--- src/rtl/mem_bridge.sv ---
// +----------------------------------------------------------------------------+
// | mem_bridge: serialises core inst-read / data-read / data-write requests    |
// | onto one single-port, variable-latency memory bus.                         |
// | Revision: 1.0                                                              |
// +----------------------------------------------------------------------------+
`default_nettype none

module mem_bridge #(
  parameter int ADDR_WIDTH  = 32,
  parameter bit WRITE_FIRST = 1'b1
) (
  input  logic                  CLK,
  input  logic                  RST,
  input  logic                  INST_RDEN,
  input  logic [31:0]           INST_RIADDR,
  output logic [31:0]           INST_ROADDR,
  output logic                  INST_RVALID,
  output logic [31:0]           INST_RDATA,
  input  logic                  DATA_RDEN,
  input  logic [31:0]           DATA_RIADDR,
  output logic [31:0]           DATA_ROADDR,
  output logic                  DATA_RVALID,
  output logic [31:0]           DATA_RDATA,
  input  logic                  DATA_WREN,
  input  logic [3:0]            DATA_WSTRB,
  input  logic [31:0]           DATA_WADDR,
  input  logic [31:0]           DATA_WDATA,
  output logic                  MEM_WAIT,
  output logic                  MEM_REQ,
  output logic                  MEM_WE,
  output logic [ADDR_WIDTH-1:0] MEM_ADDR,
  output logic [3:0]            MEM_WSTRB,
  output logic [31:0]           MEM_WDATA,
  input  logic                  MEM_ACK,
  input  logic [31:0]           MEM_RDATA
);

  typedef enum logic [0:0] {
    ST_IDLE = 1'b0,
    ST_BUSY = 1'b1
  } state_e;

  // Pending / in-flight vector bit positions.
  localparam int unsigned C_INST = 0;
  localparam int unsigned C_DRD  = 1;
  localparam int unsigned C_WR   = 2;

  state_e                state_q, state_d;
  logic [2:0]            pend_q, pend_d;
  logic [2:0]            cur_q, cur_d;
  logic [31:0]           iaddr_q, iaddr_d;
  logic [31:0]           daddr_q, daddr_d;
  logic [31:0]           waddr_q, waddr_d;
  logic [3:0]            wstrb_q, wstrb_d;
  logic [31:0]           wdata_q, wdata_d;
  logic                  mem_req_q, mem_req_d;
  logic                  mem_we_q, mem_we_d;
  logic [ADDR_WIDTH-1:0] mem_addr_q, mem_addr_d;
  logic [3:0]            mem_wstrb_q, mem_wstrb_d;
  logic [31:0]           mem_wdata_q, mem_wdata_d;
  logic                  inst_rvalid_q, inst_rvalid_d;
  logic [31:0]           inst_roaddr_q, inst_roaddr_d;
  logic [31:0]           inst_rdata_q, inst_rdata_d;
  logic                  data_rvalid_q, data_rvalid_d;
  logic [31:0]           data_roaddr_q, data_roaddr_d;
  logic [31:0]           data_rdata_q, data_rdata_d;
  logic                  issue;
  logic [2:0]            sel;

  function automatic logic [2:0] pick(input logic [2:0] p);
    logic [2:0] r;
    r = 3'b000;
    if (WRITE_FIRST) begin
      if      (p[C_WR])   r = 3'b100;
      else if (p[C_DRD])  r = 3'b010;
      else if (p[C_INST]) r = 3'b001;
    end else begin
      if      (p[C_DRD])  r = 3'b010;
      else if (p[C_WR])   r = 3'b100;
      else if (p[C_INST]) r = 3'b001;
    end
    return r;
  endfunction

  always_comb begin
    state_d       = state_q;
    pend_d        = pend_q;
    cur_d         = cur_q;
    iaddr_d       = iaddr_q;
    daddr_d       = daddr_q;
    waddr_d       = waddr_q;
    wstrb_d       = wstrb_q;
    wdata_d       = wdata_q;
    mem_req_d     = mem_req_q;
    mem_we_d      = mem_we_q;
    mem_addr_d    = mem_addr_q;
    mem_wstrb_d   = mem_wstrb_q;
    mem_wdata_d   = mem_wdata_q;
    inst_rvalid_d = 1'b0;
    inst_roaddr_d = inst_roaddr_q;
    inst_rdata_d  = inst_rdata_q;
    data_rvalid_d = 1'b0;
    data_roaddr_d = data_roaddr_q;
    data_rdata_d  = data_rdata_q;
    issue         = 1'b0;
    sel           = 3'b000;

    if (pend_q == 3'b000) begin
      if (INST_RDEN) begin
        pend_d[C_INST] = 1'b1;
        iaddr_d        = INST_RIADDR;
      end
      if (DATA_RDEN) begin
        pend_d[C_DRD] = 1'b1;
        daddr_d       = DATA_RIADDR;
      end
      if (DATA_WREN) begin
        pend_d[C_WR] = 1'b1;
        waddr_d      = DATA_WADDR;
        wstrb_d      = DATA_WSTRB;
        wdata_d      = DATA_WDATA;
      end
    end

    case (state_q)
      ST_IDLE: begin
        if (pend_d != 3'b000) issue = 1'b1;
      end
      ST_BUSY: begin
        if (MEM_ACK) begin
          pend_d = pend_d & ~cur_q;
          if (cur_q[C_INST]) begin
            inst_rvalid_d = 1'b1;
            inst_roaddr_d = iaddr_q;
            inst_rdata_d  = MEM_RDATA;
          end
          if (cur_q[C_DRD]) begin
            data_rvalid_d = 1'b1;
            data_roaddr_d = daddr_q;
            data_rdata_d  = MEM_RDATA;
          end
          if (pend_d != 3'b000) begin
            issue = 1'b1;
          end else begin
            state_d   = ST_IDLE;
            mem_req_d = 1'b0;
            cur_d     = 3'b000;
          end
        end
      end
      default: state_d = ST_IDLE;
    endcase

    // Issue uses the _d capture values so a fresh accept goes out next cycle.
    if (issue) begin
      sel         = pick(pend_d);
      state_d     = ST_BUSY;
      mem_req_d   = 1'b1;
      cur_d       = sel;
      mem_we_d    = sel[C_WR];
      mem_wstrb_d = sel[C_WR] ? wstrb_d : 4'h0;
      mem_wdata_d = sel[C_WR] ? wdata_d : 32'h0;
      if (sel[C_WR])       mem_addr_d = waddr_d[ADDR_WIDTH-1:0];
      else if (sel[C_DRD]) mem_addr_d = daddr_d[ADDR_WIDTH-1:0];
      else                 mem_addr_d = iaddr_d[ADDR_WIDTH-1:0];
    end
  end

  always_ff @(posedge CLK) begin
    if (RST) begin
      state_q       <= ST_IDLE;
      pend_q        <= '0;
      cur_q         <= '0;
      iaddr_q       <= '0;
      daddr_q       <= '0;
      waddr_q       <= '0;
      wstrb_q       <= '0;
      wdata_q       <= '0;
      mem_req_q     <= 1'b0;
      mem_we_q      <= 1'b0;
      mem_addr_q    <= '0;
      mem_wstrb_q   <= '0;
      mem_wdata_q   <= '0;
      inst_rvalid_q <= 1'b0;
      inst_roaddr_q <= '0;
      inst_rdata_q  <= '0;
      data_rvalid_q <= 1'b0;
      data_roaddr_q <= '0;
      data_rdata_q  <= '0;
    end else begin
      state_q       <= state_d;
      pend_q        <= pend_d;
      cur_q         <= cur_d;
      iaddr_q       <= iaddr_d;
      daddr_q       <= daddr_d;
      waddr_q       <= waddr_d;
      wstrb_q       <= wstrb_d;
      wdata_q       <= wdata_d;
      mem_req_q     <= mem_req_d;
      mem_we_q      <= mem_we_d;
      mem_addr_q    <= mem_addr_d;
      mem_wstrb_q   <= mem_wstrb_d;
      mem_wdata_q   <= mem_wdata_d;
      inst_rvalid_q <= inst_rvalid_d;
      inst_roaddr_q <= inst_roaddr_d;
      inst_rdata_q  <= inst_rdata_d;
      data_rvalid_q <= data_rvalid_d;
      data_roaddr_q <= data_roaddr_d;
      data_rdata_q  <= data_rdata_d;
    end
  end

  assign MEM_WAIT    = |pend_q;
  assign MEM_REQ     = mem_req_q;
  assign MEM_WE      = mem_we_q;
  assign MEM_ADDR    = mem_addr_q;
  assign MEM_WSTRB   = mem_wstrb_q;
  assign MEM_WDATA   = mem_wdata_q;
  assign INST_RVALID = inst_rvalid_q;
  assign INST_ROADDR = inst_roaddr_q;
  assign INST_RDATA  = inst_rdata_q;
  assign DATA_RVALID = data_rvalid_q;
  assign DATA_ROADDR = data_roaddr_q;
  assign DATA_RDATA  = data_rdata_q;

endmodule

`default_nettype wire

--- config.mk ---
export PLATFORM = sky130hd
export DESIGN_NAME = mem_bridge
export DESIGN_NICKNAME = d
export VERILOG_FILES = /design/src/rtl/mem_bridge.sv
export SDC_FILE = /design/constraint.sdc
export NUM_CORES = 1
export LEC_CHECK = 0
export ABC_CLOCK_PERIOD_IN_PS = 2070
export BUFFER_PORTS_ARGS = -buffer_cell sky130_fd_sc_hd__buf_2
export CAP_MARGIN = 10
export CELL_PAD_IN_SITES_DETAIL_PLACEMENT = 0
export CELL_PAD_IN_SITES_GLOBAL_PLACEMENT = 2
export CORE_ASPECT_RATIO = 2
export CORE_MARGIN = 4
export CORE_UTILIZATION = 27
export CTS_CLUSTER_DIAMETER = 80
export DETAILED_ROUTE_END_ITERATION = 10
export GPL_ROUTABILITY_DRIVEN = 0
export PLACE_DENSITY_LB_ADDON = 0.1
export SLEW_MARGIN = 20
export SYNTH_ARGS = -nofsm -noshare
export SYNTH_HDL_FRONTEND = slang
export SYNTH_SLANG_ARGS = --single-unit
--- constraint.sdc ---
create_clock -name CLK -period 2.07 [get_ports CLK]
set_input_delay 0.414 -clock CLK [delete_from_list [all_inputs] [get_ports CLK]]
set_output_delay 0.414 -clock CLK [all_outputs]
set_load 0.01 [all_outputs]
==> flow_summary_export.csv <==
group,metric,value,unit
worst_setup_path,setup.worst_path.start_class,"register",
synth,synth.avg_cell_area,8.49,µm²
floorplanning,initial_core_util,27.3,%
synth,synth_top_area_cell,"dfxtp_1",
synth,synth_seq_area_share,53.2,%
power,pwr-share-clk,39.6,%
worst_setup_path,path_buf_inv,1,
placed_design,dp_hpwl,34100,µm
clock_network,path_clk_slew,0.07,ns
detailed_routing,routed-via-count,11800,
synth,ys_seq_elements,339,
clock_network,cts_buffers,35,
power,sw_frac_of_total,27.8,%
synth,async_flop_share,0,%
clock_network,numClockSinks,339,
worst_setup_path,critPathTopFamily,"simple AND/OR/NAND/NOR gates",
floorplanning,dieArea,51000,µm²
synth,synth_edf_count,0,
detailed_routing,via_per_inst,4.63,
global_route,antenna_found_initial,9,
detailed_routing,ant_nets,0,
worst_hold_path,min-delay-start,"MEM_RDATA[21]",
timing,slew_viol_final,0,
clock_network,cts_tree,"done",
finish,postLayoutCoreUtil,38.3,%
flow_run,max-cap-violations,0,
detailed_routing,drt-initial-drc-count,553,
worst_setup_path,cp_cell_sequence,"or3_4, or4_4, nor2b_4, or2_4, buf_12, o32ai_1",
synth,synthTopCellsByArea,"dfxtp_1 (53%), nand2_1 (12%), a21oi_1 (10%)",
power,p_int,12200,µW
detailed_routing,post_drt_wl_per_cell,19.5,µm
floorplanning,core,46700,µm²
synth,yosys_most_used_dff,"dfxtp_1",
global_route,grt_max_degree,72,
timing,finalCritPeriodShare,103,%
synth,yosys_warnings,0,
detailed_routing,dr.pass1.iters,4,
worst_hold_path,hold_path_class,"in -> reg",
power,p_seq_share,41.8,%
global_route,track_usage,18.0,%
power,power_density,947,nW/µm²
detailed_routing,totalWireLength,49600,µm
floorplanning,boundaryPins,371,
power,comb_power_share,18.6,%
synth,netlist.area_leader.share,53.2,%
placed_design,dpl_cell_area,15900,µm²
timing,clock_skew,0.0153,ns
placed_design,place_ws,-0.111,ns
worst_setup_path,cp_slowest_cell,"or4_4",
synth,synth_cell_types,35,
timing,finalSetupViolCount,12,
timing,fmax,471,MHz
worst_setup_path,crit_fanout,16,
timing,rsz0062_at_grt,"true",
finish,fin_nets,2059,
timing,timing.final.crit_period,2.12,ns
global_route,grt_pass1_wl,72200,µm
run_status,violations,"negative setup slack",
placed_design,io_buffers,370,
run_status,status,"finished, violations left",
finish,fin_area,17900,µm²
timing,hold_viol,0,
finish,drive_gt1_share,33.7,%
clock_network,cts.htree.levels,2,
power,peakVddDrop,619,µV
timing,worst_pin_slew,0.870,ns
timing,whs,0.140,ns
global_route,grt_pass1_vias,11800,
clock_network,clk_path_buf_depth,3,
finish,syn_to_final_growth,40.1,%
worst_setup_path,worstReg2RegStart,"pend_q[0]",
synth,syn_area,12800,µm²
synth,syn_nets,1674,
floorplanning,die_w,162,µm
clock_network,cts-root-buf,"clkbuf_16",
floorplanning,rows,112,
floorplanning,fp.dieH,315,µm
worst_setup_path,cp.arrival,2.54,ns
timing,fin_ws,-0.0523,ns
worst_setup_path,startpoint,"pend_q[0]",
worst_setup_path,cp.required,2.48,ns
global_route,overflow,0,
synth,synth_common_cells,"nand2_1 (397), dfxtp_1 (339), a21oi_1 (266)",
detailed_routing,remaining_drc_errors,0,
worst_setup_path,critPathMaxStageDelay,0.43,ns
synth,syn_inst,1504,
worst_setup_path,cp-end-kind,"register",
power,switching_power,4700,µW
worst_setup_path,path_class,"reg -> reg",
clock_network,clk_latency,0.52,ns
clock_network,cts-hold-fix-buffers,0,
power,p_leak,0.00722,µW
synth,yosysMostFrequentCell,"nand2_1",
timing,maxSlewHeadroom,42.0,%
-- worst reg2reg max path, delay by kind of cell, from the launching register on --
kind | cells | cell delay, ns
compound gates | 1 | 0.26
buf+inv | 1 | 0.18
flops | 1 | 0.33
simple gates | 4 | 1.27
-- power by group through the flow --
stage          clock network [µW]  logic [µW]  registers, µW
6_report                     6700        3150           7080
5_1_grt                      7200        3430           7120
4_1_cts                      6970        2870           7070
3_5_place_dp                    0        2830           7210
3_3_place_gp                    0        2800           7210
2_1_floorplan                   0        1460           7250
-- flip-flops by register name (all words and copies together) (netlist names), 32 cells and up --
signal and cells:
waddr_q 32, INST_ROADDR 32, MEM_WDATA 32, iaddr_q 32, wdata_q 32, MEM_ADDR 32
daddr_q 32, DATA_RDATA 32, INST_RDATA 32, DATA_ROADDR 32
-- cell type report --
type	instances	area (µm²)
fill	4947	28800
sequential	339	6790
multi-input combinational	997	5910
timing repair buffer	478	3050
clock buffer	53	1080
tap	627	785
inverter	38	143
clock inverter	9	124
antenna	4	10.0
-- timing repair --
item                       4_1_cts  5_1_grt
pin swaps                        0       12
cloned                           0        4
buffers inserted                 0       15
resized for setup               14       92
setup endpoints to repair       42       65
-- cell usage in the layout, fill, tap and decap left out, types with 12 or more instances in the layout --
cell type	synthesis	final
nor2_1	73	72
mux2i_2	0	28
a21oi_1	266	261
mux2i_4	0	12
a211oi_2	20	22
mux2i_1	97	57
dfxtp_1	339	338
buf_2	14	369
clkbuf_16	0	40
o32ai_2	0	25
buf_12	0	23
nand2_1	397	397
inv_1	38	38
nor3_1	34	34
o21ai_0	39	30
buf_4	1	74
-- worst paths after layout --
kind / slack [ns] / cells past startpoint / to
setup / recovery: -0.05 / 6 / MEM_WDATA[18]
hold / removal: 0.14 / 3 / DATA_RDATA[21]
setup reg to reg: -0.05 / 6 / MEM_WDATA[18]
hold reg to reg: 0.45 / 2 / INST_RDATA[29]
-- cells by family (layout without fill, tap and decap cells) --
group	after synthesis	count (layout)	share of synthesized area (%)
and+or+nand+nor	521	521	16.4
AOI/OAI and AO/OA	379	379	17.5
DFF	339	339	53.2
buffers and inverters	168	578	5.35
muxes	97	97	7.61
other	0	4	0
-- routing by layer --
metal / wire (µm) / track usage [%] / up-vias
met4: 842 / 4.39 / 8
li1: - / - / 5834
met3: 3210 / 4.73 / 56
met5: 67 / 0 / -
met1: 19800 / 21.1 / 5568
met2: 25700 / 32.7 / 314
-- metrics by stage --
stage          total power, µW  std cells  TNS, ns
3_3_place_gp             10000       2460    -1.96
2_1_floorplan             8710       1504    -6.37
4_1_cts                  16900       2522   -0.789
6_report                 16900       2545   -0.166
5_1_grt                  17800       2541    -3.28
3_5_place_dp             10000       2460    -3.50
(Power assumes the default switching activity.)
